[src/rtl/hazard_pkg.sv]
// Shared definitions for the pipeline hazard controller.
//   state_e      : controller FSM state encoding (exposed on state_dbg)
//   LW_RUN       : load enables with every front-end register loading
//   LW_HOLD      : load enables with every front-end register frozen
//   REG_ZERO     : architectural $zero, never a real dependency
//   load_use_hit : load-use dependency between ID/EX load and IF/ID consumer
package hazard_pkg;

  typedef enum logic [1:0] {
    StRun     = 2'd0,
    StLoadUse = 2'd1,
    StFlush   = 2'd2,
    StFreeze  = 2'd3
  } state_e;

  localparam logic [2:0] LW_RUN   = 3'b111;
  localparam logic [2:0] LW_HOLD  = 3'b000;
  localparam logic [4:0] REG_ZERO = 5'd0;

  function automatic logic load_use_hit(input logic       mem_read,
                                        input logic [4:0] ex_rt,
                                        input logic [4:0] id_rs,
                                        input logic [4:0] id_rt,
                                        input logic       id_uses_rt);
    return mem_read && (ex_rt != REG_ZERO) &&
           ((ex_rt == id_rs) || (id_uses_rt && (ex_rt == id_rt)));
  endfunction

endpackage

[src/rtl/sat_counter.sv]
// Saturating up-counter used for the hazard performance counters.
//   clk   : rising-edge clock
//   rst   : synchronous active-high reset, clears the count
//   inc   : add one this cycle (ignored once the count is all-ones)
//   count : current count
module sat_counter #(
  parameter int unsigned WIDTH = 16
) (
  input  logic             clk,
  input  logic             rst,
  input  logic             inc,
  output logic [WIDTH-1:0] count
);

  logic [WIDTH-1:0] r_count;

  always_ff @(posedge clk) begin
    if (rst) begin
      r_count <= '0;
    end else if (inc && (r_count != '1)) begin
      r_count <= r_count + WIDTH'(1);
    end
  end

  assign count = r_count;

endmodule

[src/rtl/hazard_controller.sv]
// Front-end hazard controller: load-use stalls, redirect flushes and
// instruction-memory freezes, plus stall/flush performance counters.
//   clk, rst          : clock, synchronous active-high reset
//   id_rs, id_rt      : source fields of the IF/ID instruction
//   id_uses_rt        : IF/ID instruction reads rt
//   ex_mem_read, ex_rt: ID/EX load and its destination
//   redirect          : taken branch/jump resolved this cycle
//   mem_busy          : instruction memory not ready
//   lw_hazard         : load enables {IF/ID instr, IF/ID pc, PC}, 1 = load
//   clear_ifid        : clear both IF/ID registers
//   bubble_idex       : insert NOP into ID/EX
//   state_dbg         : current FSM state
//   stall_count       : cycles with any front-end load enable low
//   flush_count       : cycles with clear_ifid asserted
module hazard_controller
  import hazard_pkg::*;
#(
  parameter int unsigned FLUSH_CYCLES = 1,
  parameter int unsigned CNT_W        = 16
) (
  input  logic             clk,
  input  logic             rst,
  input  logic [4:0]       id_rs,
  input  logic [4:0]       id_rt,
  input  logic             id_uses_rt,
  input  logic             ex_mem_read,
  input  logic [4:0]       ex_rt,
  input  logic             redirect,
  input  logic             mem_busy,
  output logic [2:0]       lw_hazard,
  output logic             clear_ifid,
  output logic             bubble_idex,
  output logic [1:0]       state_dbg,
  output logic [CNT_W-1:0] stall_count,
  output logic [CNT_W-1:0] flush_count
);

  // Clear cycles still owed after the redirect cycle itself.
  localparam logic [1:0] FlushReload = 2'(FLUSH_CYCLES - 1);

  state_e     r_state;
  state_e     w_state_next;
  logic [1:0] r_remaining;
  logic [1:0] w_remaining_next;
  logic       w_hit;
  logic       w_stall_inc;
  logic       w_flush_inc;

  assign w_hit = load_use_hit(ex_mem_read, ex_rt, id_rs, id_rt, id_uses_rt);

  // State register
  always_ff @(posedge clk) begin
    if (rst) begin
      r_state     <= StRun;
      r_remaining <= 2'd0;
    end else begin
      r_state     <= w_state_next;
      r_remaining <= w_remaining_next;
    end
  end

  // Next-state logic
  always_comb begin
    w_state_next     = r_state;
    w_remaining_next = r_remaining;
    if (redirect) begin
      if (FLUSH_CYCLES > 1) begin
        w_state_next     = StFlush;
        w_remaining_next = FlushReload;
      end else begin
        w_state_next     = StRun;
        w_remaining_next = 2'd0;
      end
    end else begin
      unique case (r_state)
        StFlush: begin
          // Memory stalls are not honoured until the flush has drained.
          w_remaining_next = r_remaining - 2'd1;
          w_state_next     = (r_remaining == 2'd1) ? StRun : StFlush;
        end
        StLoadUse: begin
          // Detection suppressed: the one-cycle stall already resolved it.
          w_state_next = mem_busy ? StFreeze : StRun;
        end
        StRun, StFreeze: begin
          // A freeze releases straight into normal run behaviour, so a
          // dependency still present when memory returns stalls at once.
          if (mem_busy)   w_state_next = StFreeze;
          else if (w_hit) w_state_next = StLoadUse;
          else            w_state_next = StRun;
        end
        default: w_state_next = StRun;
      endcase
    end
  end

  // Output logic
  always_comb begin
    lw_hazard   = LW_RUN;
    clear_ifid  = 1'b0;
    bubble_idex = 1'b0;
    if (rst) begin
      // Benign outputs while held in reset.
    end else if (redirect) begin
      clear_ifid  = 1'b1;
      bubble_idex = 1'b1;
    end else begin
      unique case (r_state)
        StFlush: clear_ifid = 1'b1;
        StLoadUse: begin
          if (mem_busy) begin
            lw_hazard   = LW_HOLD;
            bubble_idex = 1'b1;
          end
        end
        StRun, StFreeze: begin
          if (mem_busy || w_hit) begin
            lw_hazard   = LW_HOLD;
            bubble_idex = 1'b1;
          end
        end
        default: ;
      endcase
    end
  end

  assign state_dbg   = r_state;
  assign w_stall_inc = (lw_hazard != LW_RUN);
  assign w_flush_inc = clear_ifid;

  sat_counter #(
    .WIDTH(CNT_W)
  ) u_stall_cnt (
    .clk  (clk),
    .rst  (rst),
    .inc  (w_stall_inc),
    .count(stall_count)
  );

  sat_counter #(
    .WIDTH(CNT_W)
  ) u_flush_cnt (
    .clk  (clk),
    .rst  (rst),
    .inc  (w_flush_inc),
    .count(flush_count)
  );

endmodule

[config.mk]
export PLATFORM = sky130hd
export DESIGN_NAME = hazard_controller
export DESIGN_NICKNAME = d
export VERILOG_FILES = /design/src/rtl/hazard_pkg.sv /design/src/rtl/sat_counter.sv /design/src/rtl/hazard_controller.sv
export SDC_FILE = /design/constraint.sdc
export NUM_CORES = 1
export LEC_CHECK = 0
export ABC_AREA = 1
export CORE_MARGIN = 3
export CORE_UTILIZATION = 49
export CTS_BUF_LIST = sky130_fd_sc_hd__clkbuf_16
export DETAILED_ROUTE_END_ITERATION = 8
export PLACE_DENSITY = 0.8
export SYNTH_ARGS = -nofsm -noshare
export SYNTH_HDL_FRONTEND = slang
export SYNTH_HIERARCHICAL = 1
export SYNTH_SLANG_ARGS = --single-unit
[constraint.sdc]
create_clock -name clk -period 2.25 [get_ports clk]
set_clock_uncertainty 0.1 [all_clocks]
set_input_delay 0.45 -clock clk [delete_from_list [all_inputs] [get_ports clk]]
set_output_delay 0.45 -clock clk [all_outputs]
set_load 0.02 [all_outputs]
* After elaboration in Yosys (flattened, before gate mapping)
Index checks and enable logic that the tools add are counted.
Storage, ports and cells: register bits 36
Cells by class: add/sub/neg operators 3, equality and inequality tests 9, mux-type cells 18, reductions and logical operators 11
Operators by type and width (number):
- adder 16 x 1 -> 16 bit, second input constant | 2
- != test 16 bit, second input constant | 2
- 2-to-1 mux 3 bit | 4
- == test 5 bit | 2
- 2-to-1 mux 1 bit | 8
- 2-to-1 mux 2 bit | 3
- one-hot mux 2 bit (3 select lines) | 1
- one-hot mux 3 bit (2 select lines) | 1
- logical AND 1 bit | 5
- nonzero test 5 bit | 1
- == test 2 x 1 -> 1 bit, second input constant | 2
- == test 2 bit, second input constant | 2
- OR reduction 2 bit | 2
- != test 3 bit, second input constant | 1
- logical NOT 2 bit | 1
- logical OR 1 bit | 2
- one-hot mux 1 bit (2 select lines) | 1
- subtractor 2 x 1 -> 2 bit, second input constant | 1

* Longest topological paths before layout
depth after elaboration 11, mapped depth 18, gate-level depth less buffers 17

* Modules after synthesis
Netlist, hierarchy kept.
By module, submodules not included:
- sat_counter | instances 2, cells each 149, area an instance 929.6 um^2
- hazard_controller | instances 1, cells each 91, area an instance 490.5 um^2

* Least setup slack after synthesis
No wires, ideal clock.
path kind reg-to-reg, from register r_state[0] (netlist: state_dbg[0]), to register u_stall_cnt.r_count[13] (netlist: u_stall_cnt/count[13]), setup time 115 ps, arrival 2212 ps, required time 2035 ps, path slack -177 ps, stages on the path, launching flop included 13, path buffers 1, cell sequence dfxtp_1 inv_1 ha_1 a2111oi_0 nand2_1 inv_1 buf_2 nand3_1 or2_0 nor2_1 nand3_1 nand2_1 nor2_1
On the way: cells in the longest elaborated chain, start to end 7, elaborated cells between the ends (all ways) 9, classes of those cells eq/ne: 3; mux: 3; reduce/logical: 3
Ends and longest elaborated chain:
- start, declared | RTL line hazard_controller.sv:41 | state_e r_state;
- start signal, assigned | RTL line hazard_controller.sv:54 | r_state <= StRun;
- start signal, assigned | RTL line hazard_controller.sv:57 | r_state <= w_state_next;
- == test 2 bit / logical NOT 2 bit (equally long branches) | RTL line hazard_controller.sv:108 | unique case (r_state)
- OR reduction 2 bit | RTL line hazard_controller.sv:108
- one-hot mux 3 bit (2 select lines) * | RTL line hazard_controller.sv:108
- 2-to-1 mux 3 bit * | RTL line hazard_controller.sv:104 | end else if (redirect) begin
- 2-to-1 mux 3 bit * | RTL line hazard_controller.sv:102 | if (rst) begin
- named net lw_hazard[0] | RTL line hazard_controller.sv:30 | output logic [2:0] lw_hazard,
- != test 3 bit * | RTL line hazard_controller.sv:128 | assign w_stall_inc = (lw_hazard != LW_RUN);
- named net w_stall_inc | RTL line hazard_controller.sv:46 | logic w_stall_inc;
- logical AND 1 bit * | RTL line sat_counter.sv:20 | end else if (inc && (r_count != '1)) begin
- end signal, assigned | RTL line sat_counter.sv:21 | r_count <= r_count + WIDTH'(1);
- end, declared | RTL line sat_counter.sv:15 | logic [WIDTH-1:0] r_count;
The timed path passes the listed nets; every way through them passes the cells marked *. A chain may end at the register's enable or synchronous reset.

* Worst setup path after layout
from input ex_rt[0], to output bubble_idex
On the way: cells in the longest elaborated chain, start to end 9, elaborated cells between the ends (all ways) 12, classes of those cells eq/ne: 2; mux: 4; reduce/logical: 6
Ends and longest elaborated chain:
- start, declared | RTL line hazard_controller.sv:27 | input logic [4:0] ex_rt,
- == test 5 bit | RTL line hazard_pkg.sv:26 | ((ex_rt == id_rs) || (id_uses_rt && (ex_rt == id_rt)));
- logical AND 1 bit | RTL line hazard_pkg.sv:26
- logical OR 1 bit | RTL line hazard_pkg.sv:26
- logical AND 1 bit * | RTL line hazard_pkg.sv:25 | return mem_read && (ex_rt != REG_ZERO) &&
- logical OR 1 bit * | RTL line hazard_controller.sv:117 | if (mem_busy || w_hit) begin
- 2-to-1 mux 1 bit * | RTL line hazard_controller.sv:117
- one-hot mux 1 bit (2 select lines) * | RTL line hazard_controller.sv:108
- 2-to-1 mux 1 bit * | RTL line hazard_controller.sv:104
- 2-to-1 mux 1 bit * | RTL line hazard_controller.sv:102
- end, declared | RTL line hazard_controller.sv:32 | output logic bubble_idex,
Mark *: on every way between the ends. The rest lies on a longest branch, timed or not.

==> out/results.tsv <==
stage	metric	value	unit
worst_setup_path	r2r_end	u_stall_cnt/count[10]$_SDFFE_PP0P_	
global_route	grt_pass1_vias	2278	
synthesis	synth_edf_count	0	
detailed_routing	firstDrtPassIters	4	
floorplan	io_pins	60	
place	place.gp.congestion	0.8734	
power	max-vdd-ir-drop	0.3692	mV
worst_setup_path	worst-endpoint-arrival	1600	ps
global_route	grt_usage	21.99	%
detailed_routing	wl_per_cell	11.17	um
global_route	gr-total-overflow	0	
place	dpl_cell_area	3054	um^2
worst_setup_path	slowest_stage	clkdlybuf4s15_1	
synthesis	yosysSeqAreaShare	30.67	%
synthesis	synth_top_family_by_area	simple AND/OR/NAND/NOR gates	
synthesis	synth-seq-cells	36	
timing	maxSlewViolCount	0	
worst_setup_path	rrSetupSlack	190	ps
detailed_routing	vias_per_cell	4.934	
worst_setup_path	cp_cell_sequence	clkdlybuf4s15_1, nand2_1, nand2_1, nor2_2, nand3_1, nand2_1, nand2_2, nand2_2, nand2_2, a21oi_2, buf_4	
synthesis	ys.flop_type	dfxtp_1	
detailed_routing	vias	2526	
timing	rsz0062_at_grt	false	
worst_hold_path	hold_path_end	r_remaining[1]$_SDFFE_PP0P_	
power	total_power	1.525	mW
detailed_routing	postRouteAntennaNets	0	
synthesis	async_flop_share	0	%
layout	final_core_util	71.75	%
worst_hold_path	hold_path_class	reg -> reg	
clock_network	clock_latency	270	ps
synthesis	synth_fa_ha_area_share	2.662	%
worst_setup_path	worst_setup_path_end_kind	output port	
floorplan	core_area	4504	um^2
floorplan	initial_core_util	52.17	%
floorplan	die-area	5663	um^2
global_route	grt_pass1_wl	9.818	mm
detailed_routing	drc_errors	0	
clock_network	cts_tree	built	
worst_setup_path	r2r-start	state_dbg[1]$_SDFF_PP0_	
synthesis	syn_avg_cell_area	6.040	um^2
synthesis	syn_inst	389	
clock_network	cts.htree.levels	2	
timing	slew_headroom	65.95	%
synthesis	syn_area	2350	um^2
flow_run	cap_violations	0	
worst_setup_path	crit_fanout	4	
worst_hold_path	hp-start	r_remaining[1]$_SDFFE_PP0P_	
layout	finalInstanceArea	3232	um^2
timing	fmax	464.1	MHz
clock_network	clock_sinks	36	
synthesis	yosys.area_share.xor_xnor	0.7455	%
detailed_routing	routed_wl	5.721	mm
synthesis	ys_warn_count	6	
global_route	antenna_found_initial	0	
worst_setup_path	r2r_cells	12	
timing	hold_viol	0	
worst_hold_path	hold_depth	2	
worst_setup_path	cp.required	1700	ps
synthesis	synth.distinct_cells	25	
synthesis	synth_compound_area_share	5.325	%
layout	layout.nets	485	
timing	worst_slew_pin_slew	510.2	ps
clock_network	hold_buffers	0	
clock_network	cts_root_buf	clkbuf_16	
synthesis	synth-simple-area-share	51.49	%
synthesis	synth_nets	415	
clock_network	max-clock-path-buffers	2	
synthesis	synthMuxAreaShare	0	%
global_route	grt_max_degree	17	
timing	setup_violations	0	
floorplan	fp-row-count	24	
clock_network	path_clk_slew	60	ps
power	powerDensity	471.9	nW/um^2
layout	n_antenna_cell	0	
floorplan	die_w	75.25	um
worst_setup_path	slowest_delay	230	ps
floorplan	die_height	75.25	um
place	numPortBuffers	59	
layout	drive_gt1_share	16.30	%
timing	fin_crit_sh	95.76	%
status	status	completed	
layout	area_growth	37.54	%
power	leakagePower	1.457	nW
clock_network	cts_buffers	5	
worst_setup_path	worstSetupPathType	in -> out	
timing	layout_min_cycle_time	2155	ps
place	post-dp-hpwl	4.337	mm
detailed_routing	drtIter0Drc	214	
worst_setup_path	start_kind	input pin	
==> final cells by class <==
type	count	area (um^2)
inverter	45	176.4
tap	52	65.06
clock buffer	5	125.1
fill	392	1272
multi-input combinational	302	1465
timing repair buffer	69	661.9
clock inverter	3	15.01
sequential	36	723.2
==> where the power goes <==
group	internal, mW	leakage (nW)	switching [mW]	total (mW)
logic	0.0950	1.10	0.113	0.208
registers	0.647	0.292	0.00897	0.656
clock network	0.402	0.0687	0.259	0.661
==> cells by family (layout without fill, tap and decap cells) <==
group | count (synthesis) | in the layout
DFF | 36 | 36
and+or+nand+nor | 272 | 272
xor gates and xnor gates | 2 | 2
adders and majority gates | 5 | 5
buffers and inverters | 51 | 122
AOI/OAI and AO/OA | 23 | 23
==> repair_timing <==
| item | 4_1_cts | 5_1_grt |
|---|---|---|
| pin swaps | 4 | 12 |
| resized for setup | 35 | 25 |
| hold endpoints to repair | 0 | 0 |
| buffers inserted | 0 | 0 |
| gates cloned | 0 | 0 |
| endpoints found under the setup margin | 13 | 18 |
==> cell usage after synthesis, types with 4 or more instances <==
cell type / instances / area (um^2)
nor2_2: 20 / 125.1
ha_1: 5 / 62.56
inv_2: 4 / 15.01
inv_1: 40 / 150.1
nand4_1: 7 / 43.79
dfxtp_1: 36 / 720.7
nor2_4: 4 / 45.04
a21oi_1: 17 / 85.08
nand3_1: 27 / 135.1
nand2_1: 122 / 457.9
nand2_2: 7 / 43.79
nor2_1: 79 / 296.5
==> metrics by stage <==
stage                     setup TNS, ps  worst slack (ps)  std cells  hold WS [ps]
after floorplan                       0             33.40        389         337.4
after global placement            -6286            -549.9        504         348.4
after detailed placement          -7142            -578.3        504         353.7
after CTS                        -92.85            -69.31        512         362.4
after global routing                  0             8.965        512         396.0
final                                 0             95.46        512         362.5
==> worst max-delay path by stage <==
| stage | startpoint | end | slack [ps] |
|---|---|---|---|
| floorplan | state_dbg[0]$_SDFF_PP0_ | u_stall_cnt/count[13]$_SDFFE_PP0P_ | 30 |
| global placement | ex_rt[0] | bubble_idex | -550 |
| detailed placement | ex_rt[4] | bubble_idex | -580 |
| CTS | id_rs[3] | bubble_idex | -70 |
| global route | state_dbg[1]$_SDFF_PP0_ | u_stall_cnt/count[14]$_SDFFE_PP0P_ | 9 |
| finish | ex_rt[0] | bubble_idex | 100 |
==> state kept, by name, summed over array words and instances, names as in the netlist <==
signal	count
u_stall_cnt/count	16
u_flush_cnt/count	16
state_dbg	2
r_remaining	2
==> layer usage <==
layer  track usage [%]  vias up  share of wire [%]
li1                  -     1344                  -
met1             29.63     1115                 46
met2             36.36       63                 49
met3             3.338        4                3.7
met4             6.602        0               0.91
met5                 0        -                  0
==> worst max-delay path, delay by kind of cell <==
family,cells,cell delay (ps)
AO/OA/AOI/OAI,1,140
AND/OR/NAND/NOR,8,640
buffers and inverters,2,380
==> cells in the final DEF (no fill, tap or decap), types with 5 or more instances in the layout <==
cell type / count
nand2_2: 8
nand4_1: 7
buf_4: 11
clkdlybuf4s50_1: 37
dfxtp_1: 34
dlymetal6s2s_1: 8
clkbuf_16: 5
a21oi_1: 16
nand2_1: 120
inv_1: 40
nor2_1: 75
nand3_1: 26
nor2_2: 24
Note: power is estimated with default switching activity, not from simulation.
